File: src/rtl/seed_random_pkg.sv
// Shared definitions for the seed_random family of card-dealing blocks:
// dealer FSM state encoding, default LFSR taps/seeds and card rank constants.
package seed_random_pkg;

   typedef enum logic [1:0] {
      IDLE   = 2'd0,
      SEARCH = 2'd1,
      EMIT   = 2'd2
   } state_e;

   // Maximal-length Galois masks and nonzero seeds for common LFSR widths
   localparam logic [7:0]  TAPS_W8  = 8'hB8;
   localparam logic [7:0]  SEED_W8  = 8'hA5;
   localparam logic [15:0] TAPS_W16 = 16'hB400;
   localparam logic [15:0] SEED_W16 = 16'hACE1;

   localparam int unsigned RANKS_PER_SUIT = 13;

endpackage

File: src/rtl/seed_random_lfsr.sv
// Free-running Galois LFSR; shifts right every clock, XORing TAPS when the
// bit shifted out is 1. A nonzero SEED keeps it off the all-zero lock state.
// Ports:
//   clk    - clock, rising edge
//   rst_n  - asynchronous reset, active low (loads SEED)
//   value  - current LFSR state
module seed_random_lfsr #(
   parameter int unsigned      WIDTH = 8,
   parameter logic [WIDTH-1:0] TAPS  = WIDTH'(8'hB8),
   parameter logic [WIDTH-1:0] SEED  = WIDTH'(8'hA5)
) (
   input  logic             clk,
   input  logic             rst_n,
   output logic [WIDTH-1:0] value
);

   always_ff @(posedge clk or negedge rst_n) begin
      if (!rst_n) begin
         value <= SEED;
      end else if (value[0]) begin
         value <= (value >> 1) ^ TAPS;
      end else begin
         value <= value >> 1;
      end
   end

endmodule

File: src/rtl/seed_random_4_data_path_dealer.sv
// Card dealer: draws card indices without replacement from a DECK_SIZE deck.
// The starting candidate is taken from a free-running LFSR at the request
// edge; a used-card bitmap is linearly probed (wrapping) to the next free slot.
// Ports:
//   clk_dp_c_i             - clock, rising edge
//   rst_dp_c_i             - asynchronous reset, active low
//   req_card_state_dp_c_i  - request level; each rising edge requests one card
//   shuffle_dp_c_i         - return all cards to the deck (IDLE only)
//   card_o                 - index of the last dealt card
//   card_valid_o           - one-cycle pulse when card_o updates
//   busy_o                 - high while a draw is in progress
//   cards_left_o           - cards remaining in the deck
//   deck_empty_o           - cards_left_o == 0
//   seed_o                 - current LFSR value
//   rank_o                 - (idx mod 13) + 1, only with SEED_RANDOM_4_RANK_OUT_EN
// Optional feature macro: SEED_RANDOM_4_RANK_OUT_EN
module seed_random_4_data_path_dealer
   import seed_random_pkg::*;
#(
   parameter int unsigned      WIDTH     = 8,
   parameter logic [WIDTH-1:0] TAPS      = WIDTH'(TAPS_W8),
   parameter logic [WIDTH-1:0] SEED      = WIDTH'(SEED_W8),
   parameter int unsigned      DECK_SIZE = 52,
   parameter int unsigned      IDX_W     = 6
) (
   input  logic               clk_dp_c_i,
   input  logic               rst_dp_c_i,
   input  logic               req_card_state_dp_c_i,
   input  logic               shuffle_dp_c_i,
   output logic [IDX_W-1:0]   card_o,
   output logic               card_valid_o,
   output logic               busy_o,
   output logic [IDX_W:0]     cards_left_o,
   output logic               deck_empty_o,
   output logic [WIDTH-1:0]   seed_o
`ifdef SEED_RANDOM_4_RANK_OUT_EN
   ,
   output logic [3:0]         rank_o
`endif
);

   localparam logic [IDX_W:0]   DECK_CNT = (IDX_W+1)'(DECK_SIZE);
   localparam logic [IDX_W-1:0] LAST_IDX = IDX_W'(DECK_SIZE - 1);

   state_e                 state_q;
   state_e                 state_d;
   logic                   req_q;
   logic [DECK_SIZE-1:0]   used_q;
   logic [IDX_W-1:0]       idx_q;
   logic [IDX_W:0]         cards_left_q;
   logic [IDX_W-1:0]       cand;
   logic [IDX_W-1:0]       cand_fold;
   logic                   req_rise;
   logic                   shuffle_go;
   logic                   start_draw;
   logic                   hit;

   seed_random_lfsr #(
      .WIDTH (WIDTH),
      .TAPS  (TAPS),
      .SEED  (SEED)
   ) u_lfsr (
      .clk   (clk_dp_c_i),
      .rst_n (rst_dp_c_i),
      .value (seed_o)
   );

   // Single conditional subtract maps the raw LFSR slice into 0..DECK_SIZE-1
   assign cand      = seed_o[IDX_W-1:0];
   assign cand_fold = ({1'b0, cand} >= DECK_CNT) ? cand - IDX_W'(DECK_SIZE) : cand;
   assign req_rise  = req_card_state_dp_c_i & ~req_q;

   // State register
   always_ff @(posedge clk_dp_c_i or negedge rst_dp_c_i) begin
      if (!rst_dp_c_i) begin
         state_q <= IDLE;
      end else begin
         state_q <= state_d;
      end
   end

   // Next-state logic; shuffle has priority over a coincident request
   always_comb begin
      state_d = state_q;
      case (state_q)
         IDLE: begin
            if (!shuffle_dp_c_i && req_rise && (cards_left_q != '0)) begin
               state_d = SEARCH;
            end
         end
         SEARCH: begin
            if (!used_q[idx_q]) begin
               state_d = EMIT;
            end
         end
         EMIT:    state_d = IDLE;
         default: state_d = IDLE;
      endcase
   end

   // Control strobes and status decoded from the current state
   always_comb begin
      shuffle_go   = (state_q == IDLE) && shuffle_dp_c_i;
      start_draw   = (state_q == IDLE) && !shuffle_dp_c_i && req_rise && (cards_left_q != '0);
      hit          = (state_q == SEARCH) && !used_q[idx_q];
      busy_o       = (state_q != IDLE);
      deck_empty_o = (cards_left_q == '0);
   end

   assign cards_left_o = cards_left_q;

   // Datapath: request edge register, bitmap, probe index, dealt card
   always_ff @(posedge clk_dp_c_i or negedge rst_dp_c_i) begin
      if (!rst_dp_c_i) begin
         req_q        <= 1'b0;
         used_q       <= '0;
         idx_q        <= '0;
         cards_left_q <= DECK_CNT;
         card_o       <= '0;
         card_valid_o <= 1'b0;
`ifdef SEED_RANDOM_4_RANK_OUT_EN
         rank_o       <= 4'd0;
`endif
      end else begin
         req_q        <= req_card_state_dp_c_i;
         card_valid_o <= hit;
         if (shuffle_go) begin
            used_q       <= '0;
            cards_left_q <= DECK_CNT;
         end
         if (start_draw) begin
            idx_q <= cand_fold;
         end
         if (hit) begin
            used_q[idx_q] <= 1'b1;
            card_o        <= idx_q;
            cards_left_q  <= cards_left_q - (IDX_W+1)'(1);
`ifdef SEED_RANDOM_4_RANK_OUT_EN
            rank_o        <= 4'((32'(idx_q) % RANKS_PER_SUIT) + 32'd1);
`endif
         end else if (state_q == SEARCH) begin
            idx_q <= (idx_q == LAST_IDX) ? '0 : idx_q + IDX_W'(1);
         end
      end
   end

endmodule

File: config.mk
export PLATFORM = sky130hd
export DESIGN_NAME = seed_random_4_data_path_dealer
export DESIGN_NICKNAME = d
export VERILOG_FILES = /design/src/rtl/seed_random_pkg.sv /design/src/rtl/seed_random_lfsr.sv /design/src/rtl/seed_random_4_data_path_dealer.sv
export SDC_FILE = /design/constraint.sdc
export NUM_CORES = 1
export LEC_CHECK = 0
export CAP_MARGIN = 20
export CORE_MARGIN = 2
export CORE_UTILIZATION = 59
export DETAILED_ROUTE_END_ITERATION = 8
export GPL_TIMING_DRIVEN = 0
export PLACE_DENSITY = 0.8
export SKIP_CTS_REPAIR_TIMING = 1
export SYNTH_ARGS = -nofsm -noshare
export SYNTH_HDL_FRONTEND = slang
export SYNTH_SLANG_ARGS = --single-unit
File: constraint.sdc
create_clock -name clk_dp_c_i -period 3.1 [get_ports clk_dp_c_i]
set_clock_uncertainty 0.1 [all_clocks]
set_input_delay 0.31 -clock clk_dp_c_i [delete_from_list [all_inputs] [get_ports clk_dp_c_i]]
set_output_delay 0.31 -clock clk_dp_c_i [all_outputs]
set_load 0.1 [all_outputs]
==> results of run 1 <==
==> area by class of cell <==
type / count / share of cell area
inverters: 14 / 0.0111
clock buffers: 11 / 0.0278
clock inverters: 5 / 0.0317
flip-flops and latches: 83 / 0.441
plain buffers: 30 / 0.0301
multi-input cells: 234 / 0.369
repair buffers: 32 / 0.0682
well taps: 80 / 0.0211
==> how the worst max path moves through the flow <==
stage / cells after the start / startpoint / slack (ns) / to
after global placement: 1 / rst_dp_c_i / -1.22 / card_o[3]
final: 10 / idx_q[2] / 0.11 / cards_left_o[5]
after detailed placement: 12 / idx_q[0] / 0.12 / used_q[3]
after global routing: 10 / idx_q[2] / -0.04 / cards_left_o[5]
after floorplan: 11 / idx_q[0] / 0.55 / used_q[3]
after CTS: 12 / idx_q[0] / 0.08 / used_q[3]
==> synthesized netlist by cell type (7+ instances only) <==
| cell type | instances |
|---|---|
| dfrtp_1 | 76 |
| a22o_1 | 45 |
| nor2_1 | 21 |
| a21oi_1 | 19 |
| clkbuf_1 | 18 |
| nand2_1 | 18 |
| o21ai_0 | 16 |
| inv_1 | 13 |
| nand3_1 | 10 |
| a32o_1 | 8 |
| buf_2 | 8 |
| dfstp_2 | 7 |
==> kinds of logic after synthesis <==
family                     share of synthesized area
and+or+nand+nor                                0.132
muxes                                         0.0597
adders and majority gates                     0.0156
buffers and inverters                         0.0482
DFF                                            0.519
xor gates and xnor gates                      0.0131
AOI/OAI and AO/OA                              0.213
==> power groups by stage <==
| stage | Clock (mW) | Sequential (mW) | Combinational [mW] |
|---|---|---|---|
| finish | 1.08 | 1.25 | 1.38 |
| global route | 1.14 | 1.26 | 1.45 |
| CTS | 1.09 | 1.25 | 1.37 |
| detailed placement | 0 | 1.27 | 1.36 |
| global placement | 0 | 1.27 | 1.33 |
| floorplan | 0 | 1.70 | 0.559 |
==> state kept, by name, indices dropped and copies added (netlist names) <==
name and cells:
card_o 6, card_valid_o 1, cards_left_o 7, idx_q 6, req_q 1, state_q 2, u_lfsr.value 8, used_q 52
==> metal layers <==
layer | wire length, µm | vias up | track usage
met5 | 0 | - | 0
met4 | 188 | 0 | 0.121
met3 | 565 | 19 | 0.0533
met2 | 4460 | 118 | 0.413
met1 | 4320 | 1527 | 0.388
li1 | - | 1419 | -
==> through the flow <==
stage / utilization / total power [mW] / setup WS, ns
2_1_floorplan: - / 2.26 / 0.546
3_3_place_gp: 0.657 / 2.60 / -1.22
3_5_place_dp: 0.664 / 2.63 / 0.118
4_1_cts: 0.706 / 3.70 / 0.0843
5_1_grt: 0.708 / 3.85 / -0.0411
6_report: 0.708 / 3.70 / 0.111
==> results.cfg, run 1 <==
[synth]
ys_warn_count = 0
ys_ff_latch = 83
synth.area.top_cells = dfrtp_1 (47%), a22o_1 (9.8%), dfstp_2 (4.6%)
synth_cell_types = 55
syn-num-nets = 370
async_reset_ff_frac = 1.00
yosysSeqAreaShare = 0.519
yosysTopAreaCell = dfrtp_1
yosys.area.top_type_share = 0.473
synthCells = 361
synth-edff-count = 0
syn_area_um2 = 4020
syn_avg_cell_area_um2 = 11.1
synth_flop_cell = dfrtp_1

[critical_path]
crit_fanout = 10
crit_chain = buf_2 > buf_2 > nor2_1 > a21oi_1 > o21ai_0 > a2111oi_4 > nand4_4 > inv_2 > mux2_2 > o21a_1
criticalPathCategory = register to register
cp.arrival_ns = 3.18
rr_worst_depth = 10
r2r_end = cards_left_o[5]
rr_startpoint = idx_q[2]
worst_path_largest_cell_delay_ns = 0.45
required_ns = 3.30
crit_path_frequent_cell = buf_2
crit_family = compound AO/OA/AOI/OAI gates
r2r_slack_ns = 0.11
cp-start-kind = register
cp_num_buf_inv = 3
end_kind = register
critPathSlowestCell = a2111oi_4

[grt]
grt_pass1_wl_um = 15700
grt_overflow = 0
antenna_found_initial = 0
grt_max_degree = 60
grt_usage = 0.274
grt_pass1_vias = 3123

[clocking]
clockRootBuffer = clkbuf_8
clk_pin_slew_ns = 0.08
insertion_delay_ns = 0.36
cts_buffers = 9
cts.path.max_buffers = 2
htreeDepth = 3
clkSinkCount = 83
cts_tree = done

[cells_and_area]
n_fill_cell = 470
drive_gt1_frac = 0.149
nNetsFinal = 413
final_common_cell = dfrtp_1
antennaDiodeCount = 0
final_cell_mix = dfrtp_1 (76), a22o_1 (45), clkdlybuf4s50_1 (26)
regArea_um2 = 2090
stdcell_area_um2 = 4730
stdcell_count = 489
area_delta_synth_final_pct = 17.7
multiInputGateArea_um2 = 1750

[place]
placedCellCount = 472
place.gp.congestion = 0.859
hpwl_um = 6570
place_area_um2 = 4440
port-buffer-count = 27

[power_and_ir_drop]
p_leak_nw = 2.08
swShare = 0.395
power_density_nw_per_um2 = 782
power.internal_mw = 2.24
pwr-share-clk = 0.291
ir_worst_vdd_mv = 0.979
combPwrFrac = 0.372
p_seq_frac = 0.337
p_sw_mw = 1.46

[route]
drt-initial-drc-count = 225
route.detailed.drc = 0
routed-via-count = 3083
vias_per_cell = 6.30
totalWireLength_um = 9540
antenna_left = 0
firstDrtPassIters = 6
wl_per_cell_um = 19.5

[sta]
rsz0062_at_grt = yes
setup_viol = 0
relSlewSlack = 0.347
finalCriticalPeriod_ns = 2.99
min_period_over_period = 0.964
fmax_mhz = 335
tns_ns = 0
final_hold_viol_count = 0
maxSlewViolCount = 0
worstMarginPinSlew_ns = 0.977
hold_ws_ns = 0.280

[die]
rows = 30
start_util = 0.602
ioPinCount = 28
fp.dieH_um = 86.6
core_area_um2 = 6680
die-area_um2 = 7490
die_w_um = 86.6

[job]
maxCapViolCount = 0

[hold_path]
hp-class = input port to asynchronous set/reset pin

[run_status]
status = complete, no violations
(Power assumes the default switching activity.)
==> run 2: changes to the inputs <==
CORE_UTILIZATION = 25   (was 59)
PLACE_DENSITY = default   (was 0.8)
==> run 2 against run 1 <==
  * Combinational power rose by 4%
  * Count of clock-buffer cells in the layout up 1
  * Non-clock buffer count is 4 higher
  * Critical path depth stayed put
  * Clock power about the same
  * Worst hold slack got worse by 0.0028 ns
  * Total power is 2.0% higher
  * Flip-flop and latch count stayed put
  * Die area up 130%
  * Wire length grew 9.5%
  * Via count about the same
  * Largest cell class unchanged
  * Largest power group unchanged
==> results.cfg, run 2 (synthesized netlist as in run 1, its figures left out) <==
[power_and_ir_drop]
p_leak_nw = 2.10
total_power_mw = 3.78
p_seq_frac = 0.332
swShare = 0.407
power.internal_mw = 2.24
power_density_nw_per_um2 = 759
p_sw_mw = 1.54
combPwrFrac = 0.379
ir_worst_vdd_mv = 0.735
pwr-share-clk = 0.290

[sta]
rsz0062_at_grt = no
final_hold_viol_count = 0
fmax_mhz = 340
min_period_over_period = 0.948
finalCriticalPeriod_ns = 2.94
worstMarginPinSlew_ns = 0.992
maxSlewViolCount = 0
setup_viol = 0
relSlewSlack = 0.337
hold_ws_ns = 0.277

[place]
place.gp.congestion = 0.890
port-buffer-count = 27
hpwl_um = 7190
place_area_um2 = 4610

[clocking]
clk_pin_slew_ns = 0.06
clkSinkCount = 83
insertion_delay_ns = 0.34
cts_buffers = 9
htreeDepth = 3
cts_tree = done
clockRootBuffer = clkbuf_16
cts.path.max_buffers = 2

[route]
routed-via-count = 3085
antenna_left = 0
drt-initial-drc-count = 139
wl_per_cell_um = 16.6
route.detailed.drc = 0
vias_per_cell = 4.90
totalWireLength_um = 10400
firstDrtPassIters = 5

[cells_and_area]
top_register = used_q
area_delta_synth_final_pct = 23.6
nNetsFinal = 417
final_common_cell = dfrtp_1
final_cell_mix = dfrtp_1 (76), a22o_1 (45), clkdlybuf4s50_1 (26)
drive_gt1_frac = 0.160
antennaDiodeCount = 0
largest_reg_flops = 52
stdcell_area_um2 = 4970

[critical_path]
cp.arrival_ns = 3.11
setup.worst_path.start = idx_q[2]
worst_path_largest_cell_delay_ns = 0.39
critPathSlowestCell = a222oi_1
r2r_slack_ns = 0.16
cp-start-kind = register
rr_worst_depth = 10
end_kind = register
r2r_end = used_q[11]
crit_family = compound AO/OA/AOI/OAI gates
crit_fanout = 10
cp_num_buf_inv = 4
crit_path_frequent_cell = buf_2
rr_startpoint = idx_q[2]
criticalPathCategory = register to register
crit_chain = buf_2 > buf_2 > buf_2 > o21ai_0 > a222oi_1 > o32a_1 > nand4_4 > buf_4 > nor2_2 > a32o_1
required_ns = 3.27

[hold_path]
hold_path_end = u_lfsr.value[7]
hold_depth = 0
hp-class = register to register
hold_start = u_lfsr.value[0]

[die]
core_area_um2 = 15800
rows = 46
start_util = 0.254
die-area_um2 = 17100
ioPinCount = 28
die_w_um = 131
fp.dieH_um = 131

[run_status]
status = complete, no violations

[grt]
grt_pass1_vias = 3162
grt_max_degree = 67
grt_overflow = 0
antenna_found_initial = 0
grt_usage = 0.130
grt_pass1_wl_um = 17400

[job]
maxCapViolCount = 0
[run 2: metrics by stage]
| stage | TNS [ns] | setup WS [ns] | instances | util |
|---|---|---|---|---|
| after floorplan | 0 | 0.546 | 361 | - |
| after global placement | -98.15 | -1.25 | 604 | 0.288 |
| after detailed placement | 0 | 0.0194 | 608 | 0.291 |
| after CTS | 0 | 0.000949 | 624 | 0.311 |
| after global routing | 0 | 0.0194 | 629 | 0.314 |
| final | 0 | 0.160 | 629 | 0.314 |
[run 2: power by group through the flow]
stage / registers [mW] / clock network (mW) / logic [mW]
after floorplan: 1.70 / 0 / 0.559
final: 1.25 / 1.09 / 1.43
after global placement: 1.27 / 0 / 1.36
after detailed placement: 1.27 / 0 / 1.39
after CTS: 1.25 / 1.12 / 1.40
after global routing: 1.27 / 1.17 / 1.51
[run 2: cell type report]
cell class	instances	area, µm²
Buffer	29	141
Clock buffer	12	256
Clock inverter	4	50.0
Fill cell	1630	10900
Inverter	14	55.1
Multi-Input combinational cell	234	1750
Sequential cell	83	2090
Tap cell	216	270
Timing Repair Buffer	37	363
[run 2: layer usage]
| metal | vias to the layer above | track usage | part of all wire |
|---|---|---|---|
| li1 | 1423 | - | - |
| met1 | 1558 | 0.183 | 0.48 |
| met2 | 91 | 0.203 | 0.45 |
| met3 | 13 | 0.0285 | 0.049 |
| met4 | 0 | 0.0394 | 0.014 |
| met5 | - | 0 | 0 |
[run 2: worst max-delay path by stage]
stage | endpoint | depth (start not counted) | slack [ns]
after floorplan | used_q[3] | 11 | 0.55
after global placement | u_lfsr.value[3] | 1 | -1.25
after detailed placement | cards_left_o[5] | 9 | 0.02
after CTS | cards_left_o[5] | 9 | 0.0009
after global routing | cards_left_o[1] | 11 | 0.02
final | used_q[11] | 10 | 0.16
[run 2: worst register-to-register path, stage by stage (launching register included)]
cell and delay (ns):
dfrtp_1 0.32, buf_2 0.20, buf_2 0.29, buf_2 0.27, o21ai_0 0.12, a222oi_1 0.39
o32a_1 0.31, nand4_4 0.15, buf_4 0.22, nor2_2 0.29, a32o_1 0.21
==> run 3: changes to the inputs <==
CORE_MARGIN = default   (was 2)
RECOVER_POWER = 25   (was default)
==> run 3 against run 2 <==
  * Critical endpoint is now cards_left_o[5]
  * Sequential power about the same
  * Non-clock buffer count down 2
  * The run now ends with max-capacitance violations, max-slew violations left
  * Final area down 0.60%
  * Critical path depth up 1
  * Largest cell class unchanged
  * First-iteration DRC count up 57%
==> results.cfg, run 3 (synthesized netlist as in run 1, its figures left out) <==
[run_status]
status = complete, but fails checks
violations = max-capacitance violations, max-slew violations

[die]
die-area_um2 = 16600
start_util = 0.255
rows = 46
core_area_um2 = 15800
fp.dieH_um = 129
ioPinCount = 28
die_w_um = 129

[job]
maxCapViolCount = 1

[grt]
grt_use_met1 = 0.181
grtUsageMet3 = 0.0245
grt_overflow = 0
grt-busiest-layer = met2
grt_pass1_wl_um = 17100
grt_pass1_vias = 3193
grt_max_degree = 51
grt_usage = 0.134
antenna_found_initial = 0
grtUsageMet2 = 0.215

[critical_path]
criticalPathCategory = register to register
cp_num_buf_inv = 5
cp-start-kind = register
critPathSlowestCell = mux2_2
cp.arrival_ns = 3.06
setup.worst_path.start = idx_q[0]
rr_worst_depth = 11
end_kind = register
crit_fanout = 10
cp-endpoint = cards_left_o[5]
rr_startpoint = idx_q[0]
crit_path_frequent_cell = buf_2
r2r_slack_ns = 0.22
crit_chain = buf_4 > buf_6 > buf_2 > buf_2 > o21ai_0 > a222oi_1 > o32a_1 > nand4_4 > inv_2 > mux2_2 > o21a_1
path_depth = 11
worst_path_largest_cell_delay_ns = 0.36
required_ns = 3.28
crit_family = buffers and inverters
r2r_end = cards_left_o[5]

[sta]
setup_ws_ns = 0.223
setup_viol = 0
fmax_mhz = 348
rsz0062_at_grt = no
final_hold_viol_count = 0
worstMarginPinSlew_ns = 1.89
min_period_over_period = 0.928
finalCriticalPeriod_ns = 2.88
maxSlewViolCount = 34
relSlewSlack = -0.262

[place]
placedCellCount = 608
port-buffer-count = 27
hpwl_um = 7210
dp_slack_ns = 0.0633
place.gp.congestion = 0.835

[route]
wl_per_cell_um = 16.2
vias_per_cell = 4.89
antenna_left = 0
routed-via-count = 3068
totalWireLength_um = 10200
drt-initial-drc-count = 218
firstDrtPassIters = 4
route.detailed.drc = 0

[clocking]
htreeDepth = 3
cts_tree = done
clk_pin_slew_ns = 0.06
clockRootBuffer = clkbuf_16
clkSinkCount = 83
cts_buffers = 9
insertion_delay_ns = 0.34
cts.path.max_buffers = 2

[cells_and_area]
nNetsFinal = 415
area_delta_synth_final_pct = 22.8
top_register = used_q
largest_reg_flops = 52
stdcell_count = 627
final_common_cell = dfrtp_1
final_cell_mix = dfrtp_1 (76), a22o_1 (45), clkdlybuf4s50_1 (25)
final_util = 0.313
drive_gt1_frac = 0.151
antennaDiodeCount = 0

[power_and_ir_drop]
power.internal_mw = 2.19
total_power_mw = 3.73
ir_worst_vdd_mv = 0.655
p_seq_frac = 0.335
swShare = 0.413
power_density_nw_per_um2 = 755
combPwrFrac = 0.376
pwr-share-clk = 0.289
p_sw_mw = 1.54
p_leak_nw = 2.09

[hold_path]
hp-class = register to register
==> run 3: changes by cell type in the layout (fill, tap and decap cells not counted), moves of 2 or more <==
cell,before,now
clkinv_4,0,2
clkbuf_8,2,0
buf_4,9,5
dfstp_2,7,5
dfstp_1,0,2
==> run 3: cell type report <==
type | count | area [µm²]
flip-flops and latches | 83 | 2090
multi-input cells | 234 | 1750
plain buffers | 29 | 141
repair buffers | 35 | 342
clock inverters | 7 | 76.3
inverters | 14 | 52.6
fillers | 1648 | 10800
well taps | 216 | 270
clock buffers | 9 | 225
==> run 3: layer usage <==
| metal | up-vias | share of wire |
|---|---|---|
| met5 | - | 0 |
| met4 | 0 | 0.012 |
| met3 | 12 | 0.041 |
| met2 | 79 | 0.47 |
| met1 | 1555 | 0.48 |
| li1 | 1422 | - |
==> run 3: per-stage QoR <==
| step | setup TNS (ns) | instance area, µm² | hold slack [ns] |
|---|---|---|---|
| 6_report | 0 | 4940 | 0.283 |
| 5_1_grt | 0 | 4940 | 0.305 |
| 4_1_cts | 0 | 4910 | -0.178 |
| 3_5_place_dp | 0 | 4610 | 0.192 |
| 3_3_place_gp | -98.48 | 4560 | 0.268 |
| 2_1_floorplan | 0 | 4020 | -0.0856 |
==> run 3: worst min path at each step <==
stage                               start              end  depth (start not counted)
after floorplan                rst_dp_c_i        card_o[0]                          0
after global placement    u_lfsr.value[0]  u_lfsr.value[7]                          0
after detailed placement       rst_dp_c_i        used_q[5]                          1
after CTS                      rst_dp_c_i       used_q[45]                          1
after global routing      u_lfsr.value[7]  u_lfsr.value[6]                          0
final                     u_lfsr.value[0]  u_lfsr.value[7]                          0
==> run 3: power by group through the flow <==
| stage | clock network (mW) | logic, mW | registers [mW] |
|---|---|---|---|
| floorplan | 0 | 0.559 | 1.70 |
| CTS | 1.10 | 1.39 | 1.25 |
| detailed placement | 0 | 1.39 | 1.27 |
| global placement | 0 | 1.35 | 1.27 |
| finish | 1.08 | 1.40 | 1.25 |
| global route | 1.14 | 1.48 | 1.26 |
